<file path="src/rtl/playback_rate_engine.sv">
// Variable-rate playback of recorded SRAM samples, one output per DAC frame tick.
// Fast mode skips source samples, slow mode repeats them with optional linear interpolation.
module playback_rate_engine #(
  parameter int ADDR_W = 18,
  parameter int DATA_W = 16,
  parameter int SPD_W  = 4
) (
  input  logic              clk50_i,
  input  logic              rst_n_i,
  input  logic              start_i,
  input  logic              stop_i,
  input  logic              pause_i,
  input  logic              fast_i,
  input  logic [SPD_W-1:0]  speed_i,
  input  logic              interp_i,
  input  logic [ADDR_W-1:0] end_addr_i,
  input  logic              sample_tick_i,
  output logic              mem_req_o,
  output logic [ADDR_W-1:0] mem_addr_o,
  input  logic              mem_ack_i,
  input  logic [DATA_W-1:0] mem_data_i,
  output logic [DATA_W-1:0] out_sample_o,
  output logic              out_valid_o,
  output logic              busy_o,
  output logic              done_o,
  output logic              underrun_o
);

  localparam int DIV_W = DATA_W + SPD_W + 1;
  localparam int CNT_W = $clog2(DIV_W);

  typedef enum logic [2:0] {S_IDLE, S_PLAY, S_RD0, S_RD1, S_DIV, S_CALC} state_t;

  state_t              state_q, state_d;
  logic [ADDR_W:0]     i_q, i_d, next_i;
  logic [SPD_W-1:0]    j_q, j_d, n_q, n_d, rem_q, rem_d;
  logic                fast_q, fast_d, interp_q, interp_d, neg_q, neg_d;
  logic [DATA_W-1:0]   s0_q, s0_d, s1_q, s1_d, out_sample_q, out_sample_d;
  logic                out_valid_q, out_valid_d, done_q, done_d;
  logic                underrun_q, underrun_d, mem_req_q, mem_req_d;
  logic                end_pend_q, end_pend_d;
  logic [ADDR_W-1:0]   mem_addr_q, mem_addr_d;
  logic [DIV_W-1:0]    quo_q, quo_d, quo_s, sum;
  logic [CNT_W-1:0]    cnt_q, cnt_d;
  logic                load_div, slow_interp;
  logic [DATA_W:0]     delta;
  logic signed [DIV_W-1:0] prod;
  logic [SPD_W:0]      trial, rem_tmp;

  assign slow_interp = !fast_q && interp_q;

  always_comb begin
    state_d      = state_q;
    i_d          = i_q;
    j_d          = j_q;
    n_d          = n_q;
    fast_d       = fast_q;
    interp_d     = interp_q;
    neg_d        = neg_q;
    s0_d         = s0_q;
    s1_d         = s1_q;
    out_sample_d = out_sample_q;
    out_valid_d  = 1'b0;
    done_d       = 1'b0;
    underrun_d   = underrun_q;
    mem_req_d    = mem_req_q;
    mem_addr_d   = mem_addr_q;
    end_pend_d   = end_pend_q;
    quo_d        = quo_q;
    rem_d        = rem_q;
    cnt_d        = cnt_q;
    load_div     = 1'b0;
    next_i       = i_q;
    quo_s        = '0;
    sum          = '0;
    delta        = '0;
    prod         = '0;
    trial        = '0;
    rem_tmp      = '0;

    unique case (state_q)
      S_IDLE: ;
      S_PLAY: begin
        if (end_pend_q) begin
          state_d    = S_IDLE;
          done_d     = 1'b1;
          i_d        = '0;
          j_d        = '0;
          end_pend_d = 1'b0;
        end else if (pause_i) begin
          out_sample_d = '0;
        end else if (sample_tick_i) begin
          state_d = S_RD0;
          // Mode only changes on a source-sample boundary
          if (j_q == '0) begin
            fast_d     = fast_i;
            interp_d   = interp_i;
            n_d        = (speed_i == '0) ? SPD_W'(1) : speed_i;
            mem_req_d  = 1'b1;
            mem_addr_d = i_q[ADDR_W-1:0];
          end
        end
      end
      S_RD0: begin
        if (j_q != '0) begin
          if (slow_interp) begin
            load_div = 1'b1;
            state_d  = S_DIV;
          end else begin
            state_d = S_CALC;
          end
        end else if (mem_ack_i) begin
          s0_d      = mem_data_i;
          mem_req_d = 1'b0;
          if (!slow_interp) begin
            state_d = S_CALC;
          end else if (i_q == {1'b0, end_addr_i}) begin
            s1_d     = mem_data_i;
            load_div = 1'b1;
            state_d  = S_DIV;
          end else begin
            state_d = S_RD1;
          end
        end
      end
      S_RD1: begin
        if (!mem_req_q) begin
          mem_req_d  = 1'b1;
          mem_addr_d = i_q[ADDR_W-1:0] + {{(ADDR_W-1){1'b0}}, 1'b1};
        end else if (mem_ack_i) begin
          s1_d      = mem_data_i;
          mem_req_d = 1'b0;
          load_div  = 1'b1;
          state_d   = S_DIV;
        end
      end
      S_DIV: begin
        trial = {rem_q, quo_q[DIV_W-1]};
        if (trial >= {1'b0, n_q}) begin
          rem_tmp = trial - {1'b0, n_q};
          rem_d   = rem_tmp[SPD_W-1:0];
          quo_d   = {quo_q[DIV_W-2:0], 1'b1};
        end else begin
          rem_d = trial[SPD_W-1:0];
          quo_d = {quo_q[DIV_W-2:0], 1'b0};
        end
        cnt_d = cnt_q + CNT_W'(1);
        if (cnt_q == CNT_W'(DIV_W - 1)) state_d = S_CALC;
      end
      S_CALC: begin
        if (slow_interp) begin
          quo_s        = neg_q ? -quo_q : quo_q;
          sum          = DIV_W'($signed(s0_q)) + quo_s;
          out_sample_d = sum[DATA_W-1:0];
        end else begin
          out_sample_d = s0_q;
        end
        out_valid_d = 1'b1;
        if (fast_q) begin
          next_i = i_q + {{(ADDR_W+1-SPD_W){1'b0}}, n_q};
          j_d    = '0;
        end else if (j_q == n_q - SPD_W'(1)) begin
          next_i = i_q + {{ADDR_W{1'b0}}, 1'b1};
          j_d    = '0;
        end else begin
          j_d = j_q + SPD_W'(1);
        end
        i_d = next_i;
        if (next_i > {1'b0, end_addr_i}) end_pend_d = 1'b1;
        state_d = S_PLAY;
      end
      default: state_d = S_IDLE;
    endcase

    // Divide |delta*j| by N on magnitudes so the quotient truncates toward zero
    if (load_div) begin
      delta = {s1_d[DATA_W-1], s1_d} - {s0_d[DATA_W-1], s0_d};
      prod  = $signed({{SPD_W{delta[DATA_W]}}, delta}) * $signed({{(DATA_W+1){1'b0}}, j_q});
      neg_d = prod[DIV_W-1];
      quo_d = prod[DIV_W-1] ? -prod : prod;
      rem_d = '0;
      cnt_d = '0;
    end

    if (sample_tick_i && (state_q inside {S_RD0, S_RD1, S_DIV, S_CALC})) underrun_d = 1'b1;

    if (start_i) begin
      state_d     = S_PLAY;
      i_d         = '0;
      j_d         = '0;
      underrun_d  = 1'b0;
      mem_req_d   = 1'b0;
      end_pend_d  = 1'b0;
      out_valid_d = 1'b0;
      done_d      = 1'b0;
    end
    if (stop_i) begin
      state_d      = S_IDLE;
      i_d          = '0;
      j_d          = '0;
      mem_req_d    = 1'b0;
      end_pend_d   = 1'b0;
      out_sample_d = '0;
      out_valid_d  = 1'b0;
      done_d       = 1'b0;
    end
  end

  always_ff @(posedge clk50_i or negedge rst_n_i) begin
    if (!rst_n_i) begin
      state_q      <= S_IDLE;
      i_q          <= '0;
      j_q          <= '0;
      n_q          <= SPD_W'(1);
      fast_q       <= 1'b0;
      interp_q     <= 1'b0;
      neg_q        <= 1'b0;
      s0_q         <= '0;
      s1_q         <= '0;
      out_sample_q <= '0;
      out_valid_q  <= 1'b0;
      done_q       <= 1'b0;
      underrun_q   <= 1'b0;
      mem_req_q    <= 1'b0;
      mem_addr_q   <= '0;
      end_pend_q   <= 1'b0;
      quo_q        <= '0;
      rem_q        <= '0;
      cnt_q        <= '0;
    end else begin
      state_q      <= state_d;
      i_q          <= i_d;
      j_q          <= j_d;
      n_q          <= n_d;
      fast_q       <= fast_d;
      interp_q     <= interp_d;
      neg_q        <= neg_d;
      s0_q         <= s0_d;
      s1_q         <= s1_d;
      out_sample_q <= out_sample_d;
      out_valid_q  <= out_valid_d;
      done_q       <= done_d;
      underrun_q   <= underrun_d;
      mem_req_q    <= mem_req_d;
      mem_addr_q   <= mem_addr_d;
      end_pend_q   <= end_pend_d;
      quo_q        <= quo_d;
      rem_q        <= rem_d;
      cnt_q        <= cnt_d;
    end
  end

  assign mem_req_o    = mem_req_q;
  assign mem_addr_o   = mem_addr_q;
  assign out_sample_o = out_sample_q;
  assign out_valid_o  = out_valid_q;
  assign busy_o       = (state_q != S_IDLE);
  assign done_o       = done_q;
  assign underrun_o   = underrun_q;

endmodule

</file>
<file path="config.mk">
export PLATFORM = sky130hd
export DESIGN_NAME = playback_rate_engine
export DESIGN_NICKNAME = d
export VERILOG_FILES = /design/src/rtl/playback_rate_engine.sv
export SDC_FILE = /design/constraint.sdc
export NUM_CORES = 1
export LEC_CHECK = 0
export CAP_MARGIN = 20
export CORE_UTILIZATION = 60
export DETAILED_ROUTE_END_ITERATION = 16
export PLACE_DENSITY = 0.81
export SYNTH_ARGS = -nofsm -noshare
export SYNTH_HDL_FRONTEND = slang
export SYNTH_SLANG_ARGS = --single-unit
</file>
<file path="constraint.sdc">
create_clock -name clk50_i -period 11.8 [get_ports clk50_i]
set_input_delay 3.54 -clock clk50_i [delete_from_list [all_inputs] [get_ports clk50_i]]
set_output_delay 3.54 -clock clk50_i [all_outputs]
set_load 0.005 [all_outputs]
</file>
; Yosys cells after proc, flatten, opt, wreduce, memory -nomap -nowiden
; Cells that the tools add are included.
[word_totals]
out_inout_bits = 39
in_bits = 47
register_bits = 134
elab_cells = 178
[op_classes]
addsub = 11
reduce_logical = 22
bitwise = 2
multipliers = 1
mux = 91
n_eq_ne = 30
n_lt_le_gt_ge = 2
[ops]
columns = op, n
row1 = 2-to-1 mux 16 bit, 14
row2 = 2-to-1 mux 19 bit, 6
row3 = 2-to-1 mux 18 bit, 5
row4 = case mux 16 bit (2 select lines), 2
row5 = 2-to-1 mux 21 bit, 3
row6 = "!= test 4 bit, second input constant", 11
row7 = case mux 19 bit (2 select lines), 1
row8 = 2-to-1 mux 3 bit, 12
row9 = 2-to-1 mux 4 bit, 9
row10 = case mux 18 bit (2 select lines), 1
row11 = 2-to-1 mux 1 bit, 31
row12 = multiplier 17 x 5 -> 21 bit, 1
row13 = negation 21 bit, 1
row14 = "adder 19 x 1 -> 19 bit, second input constant", 1
row15 = adder 19 x 4 -> 19 bit, 1
row16 = == test 19 x 18 -> 1 bit, 1
row17 = greater-than comparator 19 x 18 -> 1 bit, 1
row18 = "adder 18 x 1 -> 18 bit, second input constant", 1
row19 = case mux 3 bit (6 select lines), 1
row20 = subtractor 16 x 16 -> 17 bit, 1
row21 = adder 16 bit, 1
row22 = negation 16 bit, 1
row23 = "!= test 5 bit, second input constant", 3
row24 = AND reduction 7 bit, 2
row25 = 29 further kinds, 48

; Logic depth before layout (Yosys ltp)
; Gate-level depths: netlist of run 1.
[logic_depth]
word_depth = 11
depth_mapped = 39
mapped_depth_nobuf = 35

; Least setup slack after synthesis of run 1
; OpenSTA, ideal clock, no wires.
[synth_timing]
path_kind = in2reg
start = in end_addr_i[17]
end = reg quo_q[13]
arrival_ps = 11634
stages = 35
setup_ps = 124
path_buffers = 3
slack_ps = 42
required_time_ps = 11676
cell_sequence = xor2_1 or4_1 or4_4 o21bai_4 buf_4 buf_1 mux2_2 ha_1 nor2b_1 o21ai_0 nand2b_1 a31oi_1 nor2_1 a211oi_1 a211oi_2 or2_2 o21ai_0 xnor2_1 nor2b_1 ha_1 fa_1 inv_1 fa_1 inv_1 ha_1 a21o_1 a21o_1 a21o_1 o2111a_1 or3_1 nand2b_1 o211ai_1 clkbuf_1 a21oi_1 o31a_1
[synth_between]
elab_chain_cells = 11
word_cells_on_any_way = 17
cone_classes = add/sub (2) / mul (1) / eq/ne (1) / mux (12) / reduce/logical (1)
[synth_lines]
columns = item, line_no
row1 = from (decl), 16  ; input logic [ADDR_W-1:0] end_addr_i,
row2 = == test 19 x 18 -> 1 bit *, 117  ; end else if (i_q == {1'b0, end_addr_i}) begin
row3 = 2-to-1 mux 16 bit *, 117
row4 = 2-to-1 mux 16 bit *, 115  ; if (!slow_interp) begin
row5 = 2-to-1 mux 16 bit *, 112  ; end else if (mem_ack_i) begin
row6 = 2-to-1 mux 16 bit *, 105  ; if (j_q != '0) begin
row7 = case mux 16 bit (2 select lines) *, 81  ; unique case (state_q)
row8 = via s1_d[2], 38  ; logic [DATA_W-1:0] s0_q, s0_d, s1_q, s1_d, out_sample_q, out_sample_d;
row9 = subtractor 16 x 16 -> 17 bit *, 177  ; delta = {s1_d[DATA_W-1], s1_d} - {s0_d[DATA_W-1], s0_d};
row10 = multiplier 17 x 5 -> 21 bit *, 178  ; prod = $signed({{SPD_W{delta[DATA_W]}}, delta}) * $signed({{(DATA_W+1){1'b0}}, j_q});
row11 = negation 21 bit, 180  ; quo_d = prod[DIV_W-1] ? -prod : prod;
row12 = 2-to-1 mux 21 bit *, 180
row13 = 2-to-1 mux 21 bit *, 176  ; if (load_div) begin
row14 = to (signal assigned), 247  ; quo_q <= quo_d;
row15 = to (decl), 43  ; logic [DIV_W-1:0] quo_q, quo_d, quo_s, sum;
; Mark *: on every way through the listed nets, which the timed path passes. The rest lies on a longest branch.
; A chain may end at the register's enable or synchronous reset.

; Worst setup path in the final report of run 1
[layout_timing]
start = in end_addr_i[2]
end = reg quo_q[13]
; The elaborated chain is that of the path after synthesis.

==> metrics.md, run 1 <==
| Metric | Value |
|---|---|
| Status | completed |
| Yosys warns | 0 |
| Die area | 21320 sq um |
| CTS tree | done |
| Reg2reg path depth | 38 |
| Layout cells sized above 1 | 12.26% |
| DIE HEIGHT | 146.0 um |
| Post-synth EDFFs | 0 |
| N_diodes | 0 |
| WP data arrival | 11860 ps |
| Power Dens Cells | 105.9 nW/um^2 |
| Routed vias/inst | 6.019 |
| Clk Latency, worst-skew pair | 430 ps |
| Seq/Total Area, Yosys | 26.95% |
| Initial DRC Count | 921 |
| Initial antenna violation count | 0 |
| Worst Setup End Kind | flip-flop |
| Max Cap Violations | 0 |
| Post-DP HPWL | 25140 um |
| Reg-to-Reg End | quo_q[13]$_DFFE_PN0P_ |
| Register bit total from synthesis | 134 |
| Total CTS buffers | 17 |
| CP delay by family, top | compound AO/OA/AOI/OAI gates |
| CP peak stage delay | 540 ps |
| Hold Crit Depth | 2 |
| Core Rows | 52 |
| Syn Inst Count | 1478 |
| Remaining Overflow, GRT | 0 |
| Buf/Inv on CP | 7 |
| FFs w/ async S/R, synth | 100.0% |
| FF-to-FF setup slack | 2760 ps |
| Post-synth top flop | dfrtp_1 |
| Syn avg cell area | 8.421 sq um |
| WL per Instance | 17.92 um |
| Synth Net Count | 1666 |
| Distinct cell type count of the synthesized netlist | 73 |
| Hold endpoint | mem_addr_o[10]$_DFFE_PN0P_ |
| Clk pin slew, worst setup/hold paths | 60 ps |
| Core ar. | 20300 sq um |
| Port Buffer Count | 85 |
| Synth-to-layout area growth | 18.56% |
| Cell Area, Synth | 12450 sq um |
| Slew @ Worst Pin | 1047 ps |
| H-tree depth | 4 |
| CTS sink cnt | 134 |
| Starting Density | 61.32% |
| # nets final | 1790 |
| Tmin final | 11540 ps |
| Post-route DRC | 0 |
| Crit Path Max Fanout | 15 |
| Final Util | 72.69% |
| Crit. Startpoint | end_addr_i[2] |
| Req. time, crit path | 12110 ps |
| CTS Hold Bufs | 0 |
| Slowest library cell on the worst path | fa_1 |
| Clock skew | 11.27 ps |
| Root Buffer | clkbuf_16 |
| Fillers | 1522 |
| CTS max path bufs | 2 |
| Largest net degree at the start of global routing | 70 |
| Die W | 146.0 um |
| Max Fclk | 0.08663 GHz |
| Static Leak | 7.164 nW |
| Hold Crit Class | flip-flop to flip-flop |
| Final wirelength | 33770 um |
| Fin crit share | 97.82% |
| Worst min-delay path startpoint | mem_addr_o[10]$_DFFE_PN0P_ |
| Worst r2r src | j_q[1]$_DFFE_PN0P_ |
| Tot Pwr | 1.562 mW |
| Max-slew headroom | 30.10% |
| GRT Util Overall | 32.46% |
| Post-DRT Antenna Nets | 0 |
| Final Hold Fails | 0 |
| DRT Pass-1 Iters | 5 |
| Routability cong. | 0.9156 |
| I/O pin count | 86 |
| Final Max Slew Viols | 0 |
| First-pass GRT wire length | 55320 um |
| Nature of the critical path startpoint | input port |
| Final setup viols | 0 |
| Vias in the first global route | 11160 |
| Max VDD drop | 0.09119 mV |
| Routed vias | 11350 |
| Setup Crit Path Kind | input port to flip-flop |
[cell families (layout without fill, tap and decap cells)]
family / after synthesis / after routing / share of synthesized area [%]
mux: 55 / 55 / 4.755
compound gates: 306 / 306 / 16.58
simple gates: 520 / 520 / 20.71
fa+ha+maj: 141 / 141 / 16.47
xor+xnor: 116 / 116 / 8.162
flops: 134 / 134 / 26.95
buf+inv: 206 / 343 / 6.383
[stage by stage]
stage	instance area, sq um	setup WS (ps)	hold WS (ps)	std cells	TNS (ps)
after floorplan	12450	42.20	452.9	1478	0
after global placement	13980	-107.9	461.6	1847	-822.3
after detailed placement	13980	-216.0	470.6	1847	-2957
after CTS	14580	194.7	483.6	1879	0
after global routing	14760	-61.84	501.2	1885	-247.3
final	14760	256.8	480.2	1885	0
[worst reg2reg max path: cells and delay by family (launching register included)]
kind            cells  cell delay (ps)
compound gates     15             2750
fa+ha+maj           6             2240
simple gates        9             2040
buf+inv             7             1010
flops               1              620
mux                 1              260
[flip-flops by register name, summed over array words and instances, names as in the netlist, 3 cells and up]
register and count:
quo_q 21, out_sample_o 16, s1_q 16, cnt_q 5, rem_q 4, n_q 4, state_q 3, i_q 19
mem_addr_o 18, j_q 4, s0_q 16
[Yosys cell counts (all sizes together) (15+ instances only)]
cell | instances | share of area [%]
nand2 | 170 | 5.1
inv | 143 | 4.3
dfrtp | 133 | 27
ha | 103 | 10
nor2 | 89 | 2.7
o21ai | 89 | 3.6
xnor2 | 67 | 4.7
clkbuf | 54 | 1.6
a21oi | 51 | 2.1
xor2 | 49 | 3.4
and2 | 41 | 2.1
nor3 | 39 | 1.6
fa | 38 | 6.1
nand3 | 36 | 1.4
mux2 | 33 | 3.0
nor2b | 26 | 1.3
and3 | 23 | 1.2
mux2i | 22 | 1.8
a21o | 20 | 1.2
or3 | 20 | 1.0
a22o | 18 | 1.3
o31ai | 18 | 1.1
nand4 | 17 | 0.85
nand2b | 16 | 0.80
o21a | 16 | 0.97
a31oi | 15 | 0.75
[where the power goes]
group | total, mW | switching, mW | internal [mW]
Combinational | 0.491 | 0.266 | 0.225
Sequential | 0.522 | 0.0384 | 0.484
Clock | 0.549 | 0.231 | 0.318
[placed cells by master, fill, tap and decap left out, types with 7 or more instances in the layout]
cell type / count
fa_1: 38
nor2_1: 88
a22o_1: 18
or3_1: 20
o31ai_1: 17
a21o_1: 20
xnor2_1: 65
mux2_2: 33
clkbuf_16: 18
a31oi_1: 12
buf_4: 80
o311a_1: 8
and3_1: 23
nand2b_1: 16
a21oi_1: 48
or2_2: 9
nor2b_1: 26
dfrtp_1: 133
nand2_1: 170
ha_1: 103
nor3b_1: 7
nand3b_1: 7
o21ai_0: 86
clkdlybuf4s50_1: 82
nand4_1: 17
nor3_1: 34
nand3_1: 36
a211oi_1: 7
xor2_1: 49
inv_1: 143
o31a_1: 8
o21a_1: 16
mux2i_1: 20
and2_1: 41
[worst max path at each step]
stage | endpoint | slack [ps] | cells after the start
2_1_floorplan | quo_q[13]$_DFFE_PN0P_ | 40 | 35
6_report | quo_q[13]$_DFFE_PN0P_ | 260 | 37
4_1_cts | quo_q[4]$_DFFE_PN0P_ | 190 | 34
3_3_place_gp | quo_q[4]$_DFFE_PN0P_ | -110 | 34
5_1_grt | quo_q[8]$_DFFE_PN0P_ | -60 | 37
3_5_place_dp | quo_q[4]$_DFFE_PN0P_ | -220 | 34
[per-layer routing]
metal	up-vias	global-route usage, %	wire (um)	share of wire [%]
li1	5350	-	-	-
met1	5530	42.65	14730	44
met2	392	54.45	16230	48
met3	73	4.844	1872	5.5
met4	0	11.93	937	2.8
met5	-	0	0	0
[final cells by class]
cell class | count | area (sq um) | area share [%]
clock buffer | 18 | 429.2 | 2.908
clock inverter | 14 | 163.9 | 1.111
multi-input combinational | 1138 | 8426 | 57.10
timing repair buffer | 168 | 1509 | 10.23
inverter | 143 | 536.8 | 3.637
sequential | 134 | 3354 | 22.73
tap | 270 | 337.8 | 2.289
[repair_timing]
action / CTS / global route
buffers inserted: 0 / 4
resized for setup: 0 / 29
endpoints found under the hold margin: 0 / 0
setup endpoints to repair: 0 / 20
Power figures use the tool's default switching activity.
==> run 2, diff against run 1 <==
--- a/config.mk
+++ b/config.mk
@@ -9,6 +9,7 @@
 export CORE_UTILIZATION = 60
 export DETAILED_ROUTE_END_ITERATION = 16
 export PLACE_DENSITY = 0.81
+export REMOVE_ABC_BUFFERS = 1
 export SYNTH_ARGS = -nofsm -noshare
 export SYNTH_HDL_FRONTEND = slang
 export SYNTH_SLANG_ARGS = --single-unit
==> metrics.md, run 2 (same netlist as run 1, synthesis figures left out) <==
| Metric | Value |
|---|---|
| Total CTS buffers | 17 |
| Initial antenna violation count | 1 |
| Worst r2r src | j_q[1]$_DFFE_PN0P_ |
| # nets final | 1800 |
| Global Route met3 Usage | 4.813% |
| Req. time, crit path | 12110 ps |
| DP Worst Slack | -418.9 ps |
| CTS sink cnt | 134 |
| Setup Crit Path Kind | input port to flip-flop |
| Root Buffer | clkbuf_16 |
| Max-slew headroom | 31.58% |
| Tmin final | 11600 ps |
| Final Util | 74.00% |
| First-pass GRT wire length | 55190 um |
| Max VDD drop | 0.09537 mV |
| Max Fclk | 0.08621 GHz |
| Final setup TNS | 0 ps |
| Max reg flops | 21 |
| Largest net degree at the start of global routing | 72 |
| Final wirelength | 34500 um |
| Slowest library cell on the worst path | or4_4 |
| Die area | 21320 sq um |
| Crit Path Max Fanout | 15 |
| Vias in the first global route | 10860 |
| Post-DRT Antenna Nets | 0 |
| H-tree depth | 4 |
| Worst min-delay path startpoint | out_sample_o[9]$_DFFE_PN0P_ |
| Commonest non-fill, non-tap cell in the layout | nand2_1 |
| Fin crit share | 98.30% |
| Reg-to-Reg End | quo_q[4]$_DFFE_PN0P_ |
| Post-route DRC | 0 |
| Reg2reg path depth | 38 |
| Fillers | 1505 |
| Status | completed |
| Nature of the critical path startpoint | input port |
| Power Dens Cells | 108.2 nW/um^2 |
| Port Buffer Count | 85 |
| Core ar. | 20300 sq um |
| GRT Util Overall | 32.24% |
| CP delay by family, top | compound AO/OA/AOI/OAI gates |
| Remaining Overflow, GRT | 0 |
| Starting Density | 61.32% |
| DRT Pass-1 Iters | 6 |
| CTS tree | done |
| Clock skew | 19.19 ps |
| CTS max path bufs | 2 |
| Post-DP HPWL | 25170 um |
| CP peak stage delay | 540 ps |
| DIE HEIGHT | 146.0 um |
| Initial DRC Count | 926 |
| Static Leak | 7.260 nW |
| Max Cap Violations | 0 |
| Slew @ Worst Pin | 1026 ps |
| Final Max Slew Viols | 0 |
| Layer with the highest usage | met2 |
| Setup ws final | 200.1 ps |
| Hold Crit Class | flip-flop to flip-flop |
| FF-to-FF setup slack | 2640 ps |
| Multi-input logic area | 8559 sq um |
| Routability cong. | 0.9184 |
| Flip-flop and latch area | 3354 sq um |
| Met2 Use GR | 52.01% |
| Hold endpoint | out_sample_o[9]$_DFFE_PN0P_ |
| Core Rows | 52 |
| Biggest register | quo_q |
| I/O pin count | 86 |
| Routed vias | 11470 |
| Hold Crit Depth | 2 |
| Buf/Inv on CP | 8 |
| CTS Hold Bufs | 0 |
| Clk pin slew, worst setup/hold paths | 60 ps |
| Final setup viols | 0 |
| Final Hold Fails | 0 |
| Worst Setup End Kind | flip-flop |
| WP data arrival | 11910 ps |
| Layout cells sized above 1 | 13.29% |
| Synth-to-layout area growth | 20.69% |
| Clk Latency, worst-skew pair | 440 ps |
| WL per Instance | 18.20 um |
| Routed vias/inst | 6.050 |
| Commonest cells after routing, fill and taps aside | nand2_1, inv_1, dfrtp_1 |
| Die W | 146.0 um |
| GR Util met1 | 45.19% |
==> run 2: cell count changes in the layout (fill, tap and decap cells not counted), moves of 4 or more <==
cell,before,now
buf_4,80,86
buf_6,2,6
ha_1,103,99
o21ai_0,86,82
o21ai_1,1,5
==> run 2: timing repair <==
item / 4_1_cts / 5_1_grt
setup buffers: 0 / 7
gates resized for setup: 1 / 54
pin swaps: 0 / 21
endpoints found under the setup margin: 3 / 21
cloned: 0 / 2
==> run 2: worst max-delay path by stage <==
| stage | start | depth (start not counted) | to |
|---|---|---|---|
| after floorplan | end_addr_i[17] | 32 | quo_q[13]$_DFFE_PN0P_ |
| after global placement | end_addr_i[2] | 35 | quo_q[4]$_DFFE_PN0P_ |
| after detailed placement | end_addr_i[2] | 35 | quo_q[4]$_DFFE_PN0P_ |
| after CTS | end_addr_i[2] | 35 | quo_q[5]$_DFFE_PN0P_ |
| after global routing | mem_ack_i | 38 | quo_q[4]$_DFFE_PN0P_ |
| final | end_addr_i[1] | 37 | quo_q[4]$_DFFE_PN0P_ |
==> run 2: report_power, final <==
group	internal (mW)	switching, mW	total, mW
clock	0.356	0.226	0.582
combinational	0.242	0.282	0.524
sequential	0.484	0.0353	0.519
==> run 2: layout make-up <==
cell class,instances,share of cell area (%)
tap,270,2.249
multi-input combinational,1138,56.98
inverter,143,3.573
clock inverter,14,1.333
clock buffer,18,2.857
timing repair buffer,178,10.66
antenna,1,0.01666
sequential,134,22.33
==> run 2: routing by layer <==
metal,up-vias,wire (um),part of all wire (%)
met4,0,964,2.8
met3,96,2315,6.7
met2,446,16020,46
li1,5382,-,-
met1,5546,15200,44
met5,-,0,0
==> run 2: through the flow <==
step	total power [mW]	cell area, sq um	cells	hold WS, ps
floorplan	0.8184	12190	1415	452.9
global placement	0.9748	14030	1853	460.3
detailed placement	0.9889	14030	1853	469.1
CTS	1.570	14660	1885	483.0
global route	1.699	15020	1895	504.0
finish	1.625	15020	1896	477.4
==> run 2: worst min-delay path, cell delays in order, from the launching register on <==
cell	delay, ps
dfrtp_1	340
nand2_1	40
o21ai_0	60
